==> config.mk <==
export PLATFORM = sky130hd
export DESIGN_NAME = dir_router
export DESIGN_NICKNAME = d
export VERILOG_FILES = /design/src/rtl/dir_router.sv
export SDC_FILE = /design/constraint.sdc
export NUM_CORES = 1
export LEC_CHECK = 0
export BUFFER_PORTS_ARGS = -buffer_cell sky130_fd_sc_hd__buf_2
export CAP_MARGIN = 15
export CORE_MARGIN = 2
export CORE_UTILIZATION = 25
export CTS_CLUSTER_DIAMETER = 100
export DETAILED_ROUTE_END_ITERATION = 16
export PLACE_DENSITY = 0.53
export SYNTH_ARGS = -nofsm -noshare
export SYNTH_HDL_FRONTEND = slang
export SYNTH_SLANG_ARGS = --single-unit
==> constraint.sdc <==
create_clock -name clk -period 3.1 [get_ports clk]
set_input_delay 0.155 -clock clk [delete_from_list [all_inputs] [get_ports clk]]
set_output_delay 0.155 -clock clk [all_outputs]
set_load 0.02 [all_outputs]
==> src/rtl/dir_router.sv <==
// Directional channel router: one read (src) and one write (dst) per core instruction,
// stalling the core via clk_en until the selected channel handshakes complete.
// Ports: clk, reset (sync, active-low); src/dst select codes; in_data/in_valid/in_ready
// inbound channels; out_data/out_valid/out_ready outbound channels; clk_en core advance;
// dir_src_data word read for the core; dir_dst_data word written by the core.
// Optional feature macro: DIR_ROUTER_ANY_LAST_EN enables the ANY and LAST select codes.
module dir_router #(
   parameter int WIDTH = 11,
   parameter int PORTS = 4,
   parameter int SEL_W = 3
) (
   input  logic                   clk,
   input  logic                   reset,
   input  logic [SEL_W-1:0]       src,
   input  logic [SEL_W-1:0]       dst,
   input  logic [PORTS*WIDTH-1:0] in_data,
   input  logic [PORTS-1:0]       in_valid,
   output logic [PORTS-1:0]       in_ready,
   output logic [PORTS*WIDTH-1:0] out_data,
   output logic [PORTS-1:0]       out_valid,
   input  logic [PORTS-1:0]       out_ready,
   output logic                   clk_en,
   output logic [WIDTH-1:0]       dir_src_data,
   input  logic [WIDTH-1:0]       dir_dst_data
);

   localparam int IW = (PORTS > 1) ? $clog2(PORTS) : 1;
   localparam logic [SEL_W-1:0] CODE_ANY = SEL_W'(PORTS);
   localparam logic ST_IDLE  = 1'b0;
   localparam logic ST_WRITE = 1'b1;

   logic                   state_q, state_d;
   logic [WIDTH-1:0]       hold_q, hold_d;
   logic [PORTS-1:0]       ov_q, ov_d;
   logic [PORTS*WIDTH-1:0] od_q, od_d;

   logic                   rd_sel, rd_none, rd_ok;
   logic [IW-1:0]          rd_ch;
   logic [WIDTH-1:0]       rd_word;
   logic [PORTS-1:0]       wr_mask;
   logic                   wr_xfer, is_idle;

`ifdef DIR_ROUTER_ANY_LAST_EN
   localparam logic [SEL_W-1:0] CODE_LAST = SEL_W'(PORTS + 1);
   logic [IW-1:0]          last_idx_q, last_idx_d;
   logic                   last_vld_q, last_vld_d;
   logic                   any_q, any_d;
   logic                   rd_any, wr_any;
   logic [IW-1:0]          wr_win;
`endif

   assign is_idle = (state_q == ST_IDLE);

   // Read select decode; rd_sel = a channel is selected, rd_none = no channel activity.
   // An ANY read with nothing valid leaves both low, which stalls.
   always_comb begin
      rd_sel  = 1'b0;
      rd_none = 1'b0;
      rd_ch   = '0;
`ifdef DIR_ROUTER_ANY_LAST_EN
      rd_any  = 1'b0;
`endif
      if (src < CODE_ANY) begin
         rd_sel = 1'b1;
         rd_ch  = src[IW-1:0];
      end
`ifdef DIR_ROUTER_ANY_LAST_EN
      else if (src == CODE_ANY) begin
         rd_any = 1'b1;
         for (int i = PORTS - 1; i >= 0; i--) begin
            if (in_valid[i]) begin
               rd_sel = 1'b1;
               rd_ch  = IW'(i);
            end
         end
      end else if (src == CODE_LAST && last_vld_q) begin
         rd_sel = 1'b1;
         rd_ch  = last_idx_q;
      end
`endif
      else begin
         rd_none = 1'b1;
      end
   end

   // Write target decode; an empty mask means no write.
   always_comb begin
      wr_mask = '0;
`ifdef DIR_ROUTER_ANY_LAST_EN
      wr_any  = 1'b0;
`endif
      if (dst < CODE_ANY) begin
         wr_mask[dst[IW-1:0]] = 1'b1;
      end
`ifdef DIR_ROUTER_ANY_LAST_EN
      else if (dst == CODE_ANY) begin
         wr_mask = '1;
         wr_any  = 1'b1;
      end else if (dst == CODE_LAST && last_vld_q) begin
         wr_mask[last_idx_q] = 1'b1;
      end
`endif
   end

`ifdef DIR_ROUTER_ANY_LAST_EN
   // Lowest-index ready channel wins a broadcast write.
   always_comb begin
      wr_win = '0;
      for (int i = PORTS - 1; i >= 0; i--) begin
         if (ov_q[i] && out_ready[i]) wr_win = IW'(i);
      end
   end
`endif

   assign rd_ok   = rd_none | (rd_sel & in_valid[rd_ch]);
   assign rd_word = rd_sel ? in_data[rd_ch*WIDTH +: WIDTH] : '0;
   assign wr_xfer = |(ov_q & out_ready);

   always_comb begin
      in_ready = '0;
      if (reset && is_idle && rd_sel) in_ready[rd_ch] = in_valid[rd_ch];
   end

   assign clk_en       = reset & (is_idle ? (rd_ok & ~|wr_mask) : wr_xfer);
   assign dir_src_data = is_idle ? rd_word : hold_q;
   assign out_valid    = ov_q;
   assign out_data     = od_q;

   always_comb begin
      state_d = state_q;
      hold_d  = hold_q;
      ov_d    = ov_q;
      od_d    = od_q;
`ifdef DIR_ROUTER_ANY_LAST_EN
      last_idx_d = last_idx_q;
      last_vld_d = last_vld_q;
      any_d      = any_q;
`endif
      if (is_idle) begin
         if (rd_ok && |wr_mask) begin
            state_d = ST_WRITE;
            hold_d  = rd_word;
            ov_d    = wr_mask;
            for (int i = 0; i < PORTS; i++) begin
               if (wr_mask[i]) od_d[i*WIDTH +: WIDTH] = dir_dst_data;
            end
`ifdef DIR_ROUTER_ANY_LAST_EN
            any_d = wr_any;
`endif
         end
`ifdef DIR_ROUTER_ANY_LAST_EN
         if (rd_any && rd_sel && in_valid[rd_ch]) begin
            last_idx_d = rd_ch;
            last_vld_d = 1'b1;
         end
`endif
      end else if (wr_xfer) begin
         state_d = ST_IDLE;
         ov_d    = '0;
`ifdef DIR_ROUTER_ANY_LAST_EN
         // Write happens after the read, so it overrides a same-instruction ANY read.
         if (any_q) begin
            last_idx_d = wr_win;
            last_vld_d = 1'b1;
         end
`endif
      end
   end

   always_ff @(posedge clk) begin
      if (!reset) begin
         state_q <= ST_IDLE;
         hold_q  <= '0;
         ov_q    <= '0;
         od_q    <= '0;
`ifdef DIR_ROUTER_ANY_LAST_EN
         last_idx_q <= '0;
         last_vld_q <= 1'b0;
         any_q      <= 1'b0;
`endif
      end else begin
         state_q <= state_d;
         hold_q  <= hold_d;
         ov_q    <= ov_d;
         od_q    <= od_d;
`ifdef DIR_ROUTER_ANY_LAST_EN
         last_idx_q <= last_idx_d;
         last_vld_q <= last_vld_d;
         any_q      <= any_d;
`endif
      end
   end

endmodule

==> results of run 1 <==
[critical path: stages]
cell and delay, ns:
buf_2 0.30, mux2i_1 0.17, a31oi_4 0.51, and4b_1 0.74, mux2i_1 0.26
[worst max-delay path by stage]
stage               cells after the start  slack (ns)              end  startpoint
floorplan                               5        1.54  dir_src_data[5]      src[1]
global placement                        5        0.89     out_data[26]      src[0]
detailed placement                      5        0.82     out_data[25]      src[0]
CTS                                     5        1.16      out_data[3]      src[0]
global route                            5        0.95     out_data[29]      src[0]
finish                                  5        1.19     out_data[29]      src[0]
[logic make-up (layout without fill, tap and decap cells)]
kind of cell           count (synthesis)  count (layout)  synth area share
AND/OR/NAND/NOR                      106             106             0.159
flip-flops                            60              60             0.422
multiplexers                          58              58             0.257
AO/OA/AOI/OAI                         46              46             0.115
buffers and inverters                 29             156            0.0470
[cells in the mapped netlist (2+ instances only)]
cell type	n	area [um^2]
nand2_1	92	345
dfxtp_1	60	1200
mux2i_1	46	460
a21oi_1	14	70.1
clkbuf_1	14	52.6
mux4_2	12	270
o21ai_0	12	60.1
a41o_1	11	110
buf_2	8	40.0
nor2_1	4	15.0
inv_1	3	11.3
o2bb2ai_1	3	26.3
a22oi_1	2	15.0
buf_4	2	15.0
nand3_1	2	10.0
nor3b_1	2	15.0
[per-stage QoR]
stage / total power, W / setup WS (ns) / instance area (um^2) / std cells
floorplan: 0.00103 / 1.54 / 2850 / 299
global placement: 0.00115 / 0.890 / 3590 / 550
detailed placement: 0.00115 / 0.818 / 3590 / 550
CTS: 0.00207 / 1.16 / 3870 / 566
global route: 0.00215 / 0.954 / 3870 / 566
finish: 0.00205 / 1.19 / 3870 / 566
[final cells by class]
class,count,area share
Clock inverter,5,0.00969
Clock buffer,11,0.0627
Inverter,3,0.00291
Sequential cell,60,0.310
Timing Repair Buffer,137,0.179
Multi-Input combinational cell,210,0.390
Tap cell,140,0.0452
[report_power, final]
group          internal, W  switching, W  total [W]
Combinational     0.000127      0.000190   0.000317
Clock             0.000563      0.000355   0.000918
Sequential        0.000800     0.0000147   0.000815
Total              0.00149      0.000560    0.00205
[sequential cells by signal, indices dropped and copies added (netlist names)]
register	count
hold_q	11
state_q	1
out_data	44
out_valid	4
[layer usage]
layer,track usage,vias up,wire (um),part of all wire
met4,0.0400,0,91,0.011
met3,0.0301,9,369,0.046
li1,-,1295,-,-
met2,0.221,81,3850,0.48
met1,0.174,1212,3740,0.46
met5,0,-,0,0
==> out/metrics.cfg, run 1 <==
[layout]
most-common-layout-cells=buf_2 (134), nand2_1 (92), dfxtp_1 (60), mux2i_1 (46), a21oi_1 (14)
regArea_um2=1200
syn_to_final_growth_pct=36.0
n_fill_cell=1139
nNetsFinal=492
mostFrequentLayoutCell=buf_2
utilization=0.353
drive_gt1_frac=0.397
diodes=0
multi_input_area_um2=1510

[worst_hold_path]
hp-start=dir_dst_data[1]
whs_endpoint=out_data[12]
hold_depth=3
hp-class=primary input to register

[routing]
drt-total-wl_um=8050
first_iter_violations=130
drc=0
drtPass1Iterations=4
ant_nets=0
vias_per_cell=4.59
wl_per_cell_um=14.2
num_vias=2597

[clock_network]
cts_tree=yes
clock-sinks=60
cts_hold_buf=0
post_cts_buffers=0
cts_buffers=9
clkTransAtPathRegs_ns=0.05
cts_resized=0
insertion_delay_ns=0.32
h-tree-depth=3
cts-root-buf=clkbuf_16
cts.path.max_buffers=2

[timing]
hold_slack_ns=0.175
tns_ns=0
worst_pin_slew_ns=0.708
fin_crit_ns=1.91
hold_viol=0
setup_viol=0
timing.fmax_mhz=525
slew_headroom=0.527
finalCritPeriodShare=0.615
slew_violations=0
rsz0062_at_grt=false
clock-skew-final_ns=0.00586

[logic_synthesis]
yosysWarnings=0
synth_edf_count=0
yosysSeqAreaShare=0.422
synth_ff_type=dfxtp_1
synth_nets=370
syn-instance-count=299
yosysUniqueCellTypes=28
async_flop_share=0
syn_avg_cell_area_um2=9.52
synth_seq_cells=60
syn_area_um2=2850

[global_routing]
grtUsageTotal=0.134
grt_pass1_vias=2575
grt_pass1_wl_um=13200
grt_antenna_before_repair=0
grt_max_degree=57
grt-ovfl-total=0

[pwr]
powerDensity_nw_per_um2=529
p_leak_nw=2.00
peakVddDrop_mv=0.288

[critical_path]
regToRegSetupSlack_ns=1.49
end_kind=register
r2r-start=state_q
r2r_end=out_data[29]
reg2regPathDepth=3
arrival_ns=2.15
cp_data_required_time_ns=3.34
critical_path_class=primary input to register
cp_max_fo=18
startpoint_type=primary input

[floorplanning]
pin_count=135
fp.dieH_um=111
fp.dieArea_um2=12300
floorplan.rows=38
initial_core_util=0.259
core_area_um2=11000
die_w_um=111

[job]
max_cap_violations=0

[placed_design]
place_hpwl_um=6060
gp_congestion=0.757
io_buffer_count=134

[status]
status=finished, final reports clean

Power figures use the tool's default switching activity.
==> run 2: changes to the inputs <==
- clock period: 3.1 -> 2 ns (I/O delays scaled with it)
==> run 2 against run 1 <==
Clock power up 74%. Highest routed layer unchanged. Power up 64%. Clock skew up 0.00099 ns. Largest power group unchanged. Final cell count up 1.4%.
==> out/metrics.cfg, run 2 (same netlist as run 1, synthesis figures left out) <==
[floorplanning]
fp.dieH_um=111  ; unchanged
floorplan.rows=38  ; unchanged
initial_core_util=0.259  ; unchanged
die_w_um=111  ; unchanged
pin_count=135  ; unchanged
fp.dieArea_um2=12300  ; unchanged
core_area_um2=11000  ; unchanged

[timing]
setup_viol=0  ; unchanged
worst_pin_slew_ns=0.615  ; was 0.708 ns
setup_ws_ns=0.362  ; was 1.19 ns
slew_violations=0  ; unchanged
finalCritPeriodShare=0.819
tns_ns=0  ; unchanged
hold_viol=0  ; unchanged
rsz0062_at_grt=false  ; unchanged
clock-skew-final_ns=0.00685  ; was 0.00586 ns
fin_crit_ns=1.64
slew_headroom=0.589  ; was 0.527
timing.fmax_mhz=610

[layout]
diodes=0  ; unchanged
n_fill_cell=1122  ; was 1139
syn_to_final_growth_pct=39.3  ; was 36.0%
multi_input_area_um2=1510  ; unchanged
most-common-layout-cells=buf_2 (134), nand2_1 (92), dfxtp_1 (60), mux2i_1 (46), a21oi_1 (14)  ; unchanged
mostFrequentLayoutCell=buf_2  ; unchanged
regArea_um2=1200  ; unchanged
fin_area_um2=3960  ; was 3870 um^2
largest_reg_flops=44  ; unchanged
drive_gt1_frac=0.410  ; was 0.397
nNetsFinal=500  ; was 492

[clock_network]
clock-sinks=60  ; unchanged
post_cts_buffers=0  ; unchanged
cts_hold_buf=0  ; unchanged
h-tree-depth=3  ; unchanged
cts-root-buf=clkbuf_16  ; unchanged
cts_buffers=9  ; unchanged
clkTransAtPathRegs_ns=0.06  ; was 0.05 ns
cts_tree=yes  ; unchanged
insertion_delay_ns=0.32  ; about the same
cts_resized=0  ; unchanged
cts.path.max_buffers=2  ; unchanged

[status]
status=finished, final reports clean  ; unchanged

[placed_design]
io_buffer_count=134  ; unchanged
place_hpwl_um=6220  ; was 6060 um
placed_area_um2=3650  ; was 3590 um^2
gp_congestion=0.780  ; was 0.757
dpl_worst_slack_ns=0.325  ; was 0.818 ns

[critical_path]
arrival_ns=1.54  ; was 2.15 ns
end_kind=output port  ; was register
startpoint_type=register  ; was primary input
cp_max_fo=25  ; was 18
critical_path_class=register to output port  ; was primary input to register
cp_data_required_time_ns=1.90  ; was 3.34 ns

[global_routing]
grtUsageTotal=0.135  ; was 0.134
gr-usage-met1=0.181  ; was 0.174
grt.busiest_layer=met2  ; unchanged
grt_pass1_wl_um=13300  ; was 13200 um
grt_use_met3=0.0219  ; was 0.0301
grt_pass1_vias=2617  ; was 2575
grt_max_degree=35  ; was 57
grt-ovfl-total=0  ; unchanged
grt_antenna_before_repair=0  ; unchanged
met2_usage=0.214  ; was 0.221

[worst_hold_path]
hp-class=primary input to register  ; unchanged

[pwr]
peakVddDrop_mv=0.416  ; was 0.288 mV
powerDensity_nw_per_um2=849  ; was 529 nW/um^2
p_leak_nw=2.06  ; was 2.00 nW

[routing]
first_iter_violations=173  ; was 130
drt-total-wl_um=8360  ; was 8050 um
wl_per_cell_um=14.6  ; was 14.2 um
drtPass1Iterations=4  ; unchanged
num_vias=2647  ; was 2597
drc=0  ; unchanged
vias_per_cell=4.61  ; was 4.59
ant_nets=0  ; unchanged

[job]
max_cap_violations=0  ; unchanged

## run 2: per-layer routing
metal	share of wire	routed length (um)	vias to the layer above
met1	0.48	4030	1238
met4	0.021	173	0
met3	0.036	302	10
li1	-	-	1316
met5	0	0	-
met2	0.46	3860	83
## run 2: where the power goes
group          switching (W)  internal (W)  leakage, nW  total (W)
sequential         0.0000222       0.00124        0.487    0.00126
clock               0.000562       0.00103        0.148    0.00160
combinational       0.000300      0.000206         1.42   0.000506
## run 2: metrics by stage
step                instances  total power (W)  hold WS [ns]   util
floorplan                 299          0.00160         0.297      -
global placement          558          0.00179         0.422  0.333
detailed placement        558          0.00180         0.439  0.333
CTS                       574          0.00340         0.107  0.361
global route              574          0.00351         0.132  0.361
finish                    574          0.00336         0.115  0.361
## run 2: worst max-delay path: stages, from the launching register on
cell and delay (ns):
dfxtp_1 0.32, buf_4 0.21, nor2_1 0.15, nand3b_1 0.12, nor3b_1 0.22, buf_2 0.20
## run 2: cell type report
cell class,instances,share of cell area
clock buffers,11,0.0638
clock inverters,5,0.0148
inverters,3,0.00284
multi-input cells,210,0.381
flip-flops and latches,60,0.303
well taps,140,0.0442
repair buffers,145,0.190
## run 2: path summary, 6_finish.rpt
path	from	endpoint	slack (ns)	cells past startpoint
setup / recovery	state_q	in_ready[0]	0.36	5
setup reg to reg	state_q	hold_q[6]	0.42	4
hold / removal	dir_dst_data[7]	out_data[18]	0.11	3
hold reg to reg	out_data[39]	out_data[39]	0.45	2
